**src/rtl/uart_block_ctrl_pkg.sv**
```systemverilog
// uart_block_ctrl_pkg: shared defaults and RX/TX state encodings for the UART block controller.
package uart_block_ctrl_pkg;
  localparam int NBYTES_DEF = 16;
  localparam int RX_TIMEOUT_DEF = 1000000;
  localparam logic [1:0] RX_COLLECT = 2'd0;
  localparam logic [1:0] RX_CLEAR = 2'd1;
  localparam logic [1:0] RX_FULL = 2'd2;
  localparam logic [1:0] TX_IDLE = 2'd0;
  localparam logic [1:0] TX_SEND = 2'd1;
  localparam logic [1:0] TX_HOLD = 2'd2;
  localparam logic [1:0] TX_DRAIN = 2'd3;
endpackage

```
**src/rtl/uart_rx_assembler.sv**
```systemverilog
// uart_rx_assembler: collects UART bytes MSB-first into a block, holds it until acked, drops stale partials.
module uart_rx_assembler
  import uart_block_ctrl_pkg::*;
#(
  parameter int NBYTES = NBYTES_DEF,
  parameter int RX_TIMEOUT = RX_TIMEOUT_DEF
) (
  input  logic                  clock,
  input  logic                  reset,
  input  logic                  uart_rdy,
  input  logic [7:0]            uart_dout,
  output logic                  uart_rdy_clr,
  output logic [8*NBYTES-1:0]   rx_block,
  output logic                  rx_block_valid,
  input  logic                  rx_block_ack,
  output logic                  rx_timeout_err
);
  localparam int W = 8 * NBYTES;
  localparam int CW = $clog2(NBYTES + 1);
  localparam int IW = $clog2(RX_TIMEOUT + 1);
  localparam logic [CW-1:0] FULL_CNT = CW'(NBYTES);
  localparam logic [IW-1:0] IDLE_LAST = IW'(RX_TIMEOUT - 1);
  logic [1:0] state;
  logic [CW-1:0] cnt;
  logic [IW-1:0] idle;
  logic [W-1:0] shreg;
  assign rx_block = shreg;
  always_ff @(posedge clock or posedge reset)
    if (reset) begin
      state <= RX_COLLECT;
      cnt <= '0;
      idle <= '0;
      shreg <= '0;
      uart_rdy_clr <= 1'b0;
      rx_block_valid <= 1'b0;
      rx_timeout_err <= 1'b0;
    end else begin
      uart_rdy_clr <= 1'b0;
      rx_timeout_err <= 1'b0;
      if (state == RX_COLLECT) begin
        if (uart_rdy) begin
          shreg <= (shreg << 8) | W'(uart_dout);
          cnt <= cnt + CW'(1);
          idle <= '0;
          uart_rdy_clr <= 1'b1;
          state <= RX_CLEAR;
        end else if (cnt != '0) begin
          // the timeout-th idle cycle discards the partial block
          if (idle == IDLE_LAST) begin
            idle <= '0;
            cnt <= '0;
            rx_timeout_err <= 1'b1;
          end else
            idle <= idle + IW'(1);
        end
      end else if (state == RX_CLEAR) begin
        state <= (cnt == FULL_CNT) ? RX_FULL : RX_COLLECT;
        rx_block_valid <= cnt == FULL_CNT;
      end else if (rx_block_ack) begin
        cnt <= '0;
        rx_block_valid <= 1'b0;
        state <= RX_COLLECT;
      end
    end
endmodule

```
**src/rtl/uart_block_ctrl.sv**
```systemverilog
// uart_block_ctrl: full-duplex block framing over a byte UART; RX assembly in a sub-module, TX serializer here.
module uart_block_ctrl
  import uart_block_ctrl_pkg::*;
#(
  parameter int NBYTES = NBYTES_DEF,
  parameter int RX_TIMEOUT = RX_TIMEOUT_DEF
) (
  input  logic                  clock,
  input  logic                  reset,
  input  logic                  uart_rdy,
  input  logic [7:0]            uart_dout,
  output logic                  uart_rdy_clr,
  input  logic                  uart_tx_busy,
  output logic                  uart_wr_en,
  output logic [7:0]            uart_din,
  output logic [8*NBYTES-1:0]   rx_block,
  output logic                  rx_block_valid,
  input  logic                  rx_block_ack,
  input  logic [8*NBYTES-1:0]   tx_block,
  input  logic                  tx_block_valid,
  output logic                  tx_block_ready,
  output logic                  rx_timeout_err
);
  localparam int W = 8 * NBYTES;
  localparam int CW = $clog2(NBYTES + 1);
  localparam logic [CW-1:0] LAST = CW'(NBYTES - 1);
  logic [1:0] tx_state;
  logic [CW-1:0] idx;
  logic [W-1:0] tx_sh;
  logic hold;
  uart_rx_assembler #(.NBYTES(NBYTES), .RX_TIMEOUT(RX_TIMEOUT)) u_rx (
    .clock(clock),
    .reset(reset),
    .uart_rdy(uart_rdy),
    .uart_dout(uart_dout),
    .uart_rdy_clr(uart_rdy_clr),
    .rx_block(rx_block),
    .rx_block_valid(rx_block_valid),
    .rx_block_ack(rx_block_ack),
    .rx_timeout_err(rx_timeout_err)
  );
  assign tx_block_ready = tx_state == TX_IDLE;
  always_ff @(posedge clock or posedge reset)
    if (reset) begin
      tx_state <= TX_IDLE;
      idx <= '0;
      tx_sh <= '0;
      hold <= 1'b0;
      uart_wr_en <= 1'b0;
      uart_din <= '0;
    end else begin
      uart_wr_en <= 1'b0;
      if (tx_state == TX_IDLE) begin
        if (tx_block_valid) begin
          tx_sh <= tx_block;
          idx <= '0;
          tx_state <= TX_SEND;
        end
      end else if (tx_state == TX_SEND) begin
        if (!uart_tx_busy) begin
          uart_wr_en <= 1'b1;
          uart_din <= tx_sh[W-1 -: 8];
          hold <= 1'b0;
          tx_state <= TX_HOLD;
        end
      end else if (tx_state == TX_HOLD) begin
        // two cycles let the UART raise busy before it is trusted again
        hold <= 1'b1;
        if (hold) tx_state <= TX_DRAIN;
      end else if (!uart_tx_busy) begin
        tx_sh <= tx_sh << 8;
        idx <= idx + CW'(1);
        tx_state <= (idx == LAST) ? TX_IDLE : TX_SEND;
      end
    end
endmodule

```
**config.mk**
```make
export PLATFORM = sky130hd
export DESIGN_NAME = uart_block_ctrl
export DESIGN_NICKNAME = d
export VERILOG_FILES = /design/src/rtl/uart_block_ctrl_pkg.sv /design/src/rtl/uart_rx_assembler.sv /design/src/rtl/uart_block_ctrl.sv
export SDC_FILE = /design/constraint.sdc
export NUM_CORES = 1
export LEC_CHECK = 0
export CORE_MARGIN = 2
export CORE_UTILIZATION = 53
export DETAILED_ROUTE_END_ITERATION = 7
export DONT_BUFFER_PORTS = 1
export GPL_TIMING_DRIVEN = 0
export PLACE_DENSITY = 0.67
export SLEW_MARGIN = 20
export SYNTH_ARGS = -nofsm -noshare
export SYNTH_HDL_FRONTEND = slang
export SYNTH_HIERARCHICAL = 1
export SYNTH_SLANG_ARGS = --single-unit
```
**constraint.sdc**
```tcl
create_clock -name clock -period 7.5 [get_ports clock]
set_input_delay 1.5 -clock clock [delete_from_list [all_inputs] [get_ports clock]]
set_output_delay 1.5 -clock clock [all_outputs]
set_load 0.01 [all_outputs]
```
# Word-level counts from Yosys, hierarchy flattened
# Cells that the tools add are included.
# classes
muxes	46
bitwise	4
add_sub_neg	3
n_reduce_logical	17
eq_ne	18
# op_table
cell	n
2-to-1 mux 128 bit	5
bitwise OR 128 x 8 -> 128 bit	1
2-to-1 mux 20 bit	3
2-to-1 mux 5 bit	11
2-to-1 mux 2 bit	12
adder 20 x 1 -> 20 bit, second input constant	1
== test 20 bit, second input constant	1
2-to-1 mux 1 bit	15
AND reduction 4 bit	3
adder 5 x 1 -> 5 bit, second input constant	2
!= test 2 bit, second input constant	5
!= test 3 bit, second input constant	3
AND reduction 2 bit	4
nonzero test 2 bit	4
AND reduction 3 bit	2
== test 5 x 4 -> 1 bit, second input constant	1
== test 5 bit, second input constant	1
nonzero test 5 bit	1
== test 2 x 1 -> 1 bit, second input constant	2
logical NOT 2 bit	2
!= test 2 x 1 -> 1 bit, second input constant	2
!= test 4 bit, second input constant	1
!= test 3 x 1 -> 1 bit, second input constant	1
inverter 1 bit	3
2 further kinds	2
# totals
reg_bits	303
inputBits	142
out_inout_bits	141
word_cells	101

# Logic depth before layout (Yosys ltp)
# logic_depth
depth_word	6
mapped_depth	10
depth_no_buf	7

# By module
# Netlist, hierarchy kept.
# modules_own_cells
module	cells_per_inst	area_each_um2	instances	seq_area_each_um2
uart_block_ctrl	613	6617.6	1	3628.5
uart_rx_assembler	721	6429.9	1	3953.8

# Worst setup path before layout
# OpenSTA, ideal clock, no wires.
# synth_path
path_type	input to register
start	input uart_tx_busy
end	register tx_sh[85]
path_stages	8
setup_ns	0.135
path_buffers	4
arrival_time_ns	2.511
setup_slack_ns	4.855
t_required_ns	7.365
path_cell_list	or2_4 > a21o_1 > buf_6 > buf_6 > buf_6 > buf_6 > nand2_1 > o21ai_0
# synth_between
elab_chain_len	2
# synth_lines
item	line_no	rtl
start, declared	uart_block_ctrl.sv:13	input logic uart_tx_busy,
!= test 2 x 1 -> 1 bit (no line)	-	
AND reduction 4 bit (no line)	-	
end signal, assigned	uart_block_ctrl.sv:55	tx_sh <= tx_block;
end signal, assigned	uart_block_ctrl.sv:71	tx_sh <= tx_sh << 8;
end, declared	uart_block_ctrl.sv:29	logic [W-1:0] tx_sh;
# No other way between the ends.
# A chain may end at the register's enable or synchronous reset.

# Worst setup path in the final report
# layout_path
start	register tx_state[1]
end	output tx_block_ready
# layout_between
elab_chain_len	1
# layout_lines
item	line_no	rtl
start, declared	uart_block_ctrl.sv:27	logic [1:0] tx_state;
start signal, assigned	uart_block_ctrl.sv:73	tx_state <= (idx == LAST) ? TX_IDLE : TX_SEND;
logical NOT 2 bit	uart_block_ctrl.sv:42	assign tx_block_ready = tx_state == TX_IDLE;
end, declared	uart_block_ctrl.sv:21	output logic tx_block_ready,
# No other way between the ends.

==> summary.md <==
| Metric | Value |
|---|---|
| Worst setup startpoint | `tx_state[1]` |
| Yosys synthesis warning count | `6` |
| Cell area after synthesis | `approximately 13000 um2` |
| Setup Buffers After CTS | `0` |
| Clock Latency Late Sink | `roughly 0.55 ns` |
| Min cycle time layout | `about 2.8 ns` |
| Reg2reg start | `tx_state[1]` |
| Die height | `around 160 um` |
| Final Hold Viols | `0` |
| Clock-pin slew on the worst setup and hold paths | `approximately 0.060 ns` |
| CTS sink count | `~300` |
| Finish-stage setup viols | `0` |
| Startpoint Class | `register` |
| Root buf cell | `clkbuf_16` |
| Number of global-route vias before repair | `9642` |
| I/O Buffers | `0` |
| Worst Max-Slew Pin Slew | `between 0.7 and 0.8 ns` |
| Top cells by area, synth | `dfrtp_1 (58%), nand2_1 (15%), mux2i_1 (9.4%), o21ai_0 (4.1%), o21ai_1 (1.3%)` |
| Total gr overflow | `0` |
| Synth area leader | `dfrtp_1` |
| Nets | `between 1500 and 2000` |
| Post_cts resized | `0` |
| Critical path arrival | `around 1.3 ns` |
| Share of layout cells above drive strength 1 | `0.0777` |
| Initial Util | `0.538` |
| VDD IR-drop max | `between 0.2 and 0.3 mV` |
| Number of buffers created by CTS | `31` |
| Final Util | `0.598` |
| R2R cell count | `7` |
| Async S/R FF share, synth | `1.00` |
| CTS tree | `yes` |
| Crit share post-route | `0.377` |
| Number of library cell types mapped by synthesis | `49` |
| Synth Register Bits | `roughly 300` |
| Wire per inst | `18.2 um` |
| DIE AREA | `between 20000 and 30000 um2` |
| Largest net degree at the start of global routing | `85` |
| Int Power | `between 3 and 4 mW` |
| Count leader, synth | `nand2_1` |
| Initial antenna violation count | `0` |
| Final Skew | `around 0.0075 ns` |
| # hold bufs at CTS | `0` |
| Worst setup margin | `roughly 4.7 ns` |
| RSZ-0062 raised after global routing | `no` |
| Max_cap viols | `0` |
| R2R setup slack | `approximately 5.2 ns` |
| R2r endpoint | `tx_sh[28]` |
| Number of remaining DRC errors | `0` |
| CORE AREA | `24200 um2` |
| Dpl ws | `4.67 ns` |
| Worst Path Max Fanout | `4` |
| First-pass GRT wire length | `~50000 um` |
| H-tree level count | `1` |
| CP required | `around 6.0 ns` |
| Worst hold path class | `register to register` |
| Aggregate global-route resource usage | `0.242` |
| Die Width | `roughly 160 um` |
| Clock Path Buffers | `3` |
| Synth Instances | `1334` |
| Pins Over Slew Limit | `0` |
| Most instantiated cells after synthesis | `nand2_1 (534), dfrtp_1 (303), mux2i_1 (122)` |
| Normalized max-slew margin | `0.490` |
| Kind of critical path | `register to output port` |
| Sw frac | `0.382` |
| Post-synthesis sequential area ratio | `0.581` |
| Status | `finished clean` |
| Lkg Pwr | `slightly above 7 nW` |
| Combinational power share | `0.293` |
| Vias | `slightly above 9000` |
| Area growth, synth to finish | `11.2%` |
| # IOs | `~280` |
| Post-synth EDFFs | `0` |
| RD Place Congestion | `between 0.8 and 0.9` |
| DP Wirelength | `between 20000 and 25000 um` |
| Routed Antenna Nets | `0` |
| Sequential fraction of design power | `0.466` |
| Net switching power | `roughly 2.4 mW` |
| Fmax achieved | `approximately 350 MHz` |
| 1st-pass router iterations | `5` |
| Post-Syn Nets | `1485` |
| Worst Hold Path Cells | `2` |
| Crit path capture | `tx_block_ready` |
| Top_reg_cell synth | `dfrtp_1` |
| Clock power frac | `0.240` |
| Initial DRC Count | `538` |
| Fillers | `~2100` |
| Pwr Density | `428 nW/um2` |
| Rows | `between 50 and 60` |
| Routed wire length | `31200 um` |
| CP endpoint kind | `output port` |
| Mean Syn Cell Area | `9.78 um2` |
| Share of the synthesized area in the top cell type | `0.581` |
| Vias per cell | `~5.5` |
| Antenna fix cells | `0` |
-- flip-flops by register name, indices dropped and copies added, names as in the netlist --
| name | flops |
|---|---|
| u_rx/rx_block_valid | 1 |
| idx | 5 |
| u_rx/uart_rdy_clr | 1 |
| u_rx/rx_timeout_err | 1 |
| uart_wr_en | 1 |
| u_rx/cnt | 5 |
| tx_state | 2 |
| u_rx/state | 2 |
| hold | 1 |
| tx_sh | 128 |
| u_rx/rx_block | 128 |
| u_rx/idle | 20 |
| uart_din | 8 |
-- power by group through the flow --
stage | Sequential (mW) | Clock [mW] | Combinational, mW
finish | 2.90 | 1.49 | 1.82
global route | 2.99 | 1.58 | 2.09
CTS | 2.91 | 1.52 | 1.85
detailed placement | 2.93 | 0 | 1.84
global placement | 2.92 | 0 | 1.78
floorplan | 2.72 | 0 | 1.46
-- layout make-up --
type | count | area (um2) | area share
Sequential cell | 303 | 7580 | 0.523
Multi-Input combinational cell | 938 | 4970 | 0.343
Clock buffer | 47 | 926 | 0.0638
Buffer | 76 | 429 | 0.0296
Tap cell | 324 | 405 | 0.0279
Inverter | 17 | 78.8 | 0.00543
Clock inverter | 7 | 60.1 | 0.00414
Timing Repair Buffer | 2 | 55.1 | 0.00379
-- how the worst min path moves through the flow --
| stage | startpoint | end | slack [ns] |
|---|---|---|---|
| global placement | tx_sh[124] | tx_sh[124] | 0.46 |
| finish | tx_sh[66] | tx_sh[66] | 0.48 |
| global route | tx_sh[124] | tx_sh[124] | 0.49 |
| CTS | tx_sh[124] | tx_sh[124] | 0.48 |
| floorplan | tx_sh[127] | tx_sh[127] | 0.44 |
| detailed placement | tx_sh[124] | tx_sh[124] | 0.47 |
-- critical path, stage by stage (launching register included) --
cell and delay [ns]:
dfrtp_1 0.41, inv_1 0.13, ha_1 0.24
-- logic make-up after synthesis --
family                     after synthesis  share of synthesized area
muxes                                  131                      0.101
adders and majority gates                9                    0.00863
buffers and inverters                   93                     0.0378
DFF                                    303                      0.581
and+or+nand+nor                        601                      0.185
AOI/OAI and AO/OA                      186                     0.0785
xor gates and xnor gates                11                    0.00738
-- cells in the final DEF, fill, tap and decap left out, types with 6 or more instances in the layout --
cell type  instances
nand3_1           19
a21oi_1           12
mux2_2             9
mux2i_1          122
dfrtp_1          303
clkbuf_8           9
clkbuf_1          43
o21ai_1           35
clkinv_2           6
nand4_1            6
buf_6             14
clkbuf_16         31
xnor2_1            6
o21ai_0          107
nor2_1            13
buf_2             22
inv_1             14
ha_1               9
a22o_1             9
nand2_1          534
-- through the flow --
step	area, um2	setup TNS (ns)	power [mW]	hold WS [ns]	std cells
5_1_grt	14500	0	6.66	0.489	1714
3_5_place_dp	13500	0	4.77	0.468	1660
4_1_cts	14500	0	6.28	0.482	1714
2_1_floorplan	13000	0	4.17	0.444	1334
6_report	14500	0	6.21	0.476	1714
3_3_place_gp	13500	-1.55	4.70	0.458	1658
-- routing by layer --
| layer | track usage | wire length [um] |
|---|---|---|
| met4 | 0.0597 | 743 |
| met5 | 0 | 0 |
| met1 | 0.298 | 12600 |
| met3 | 0.0899 | 3080 |
| met2 | 0.407 | 14800 |
Power figures use the tool's default switching activity.
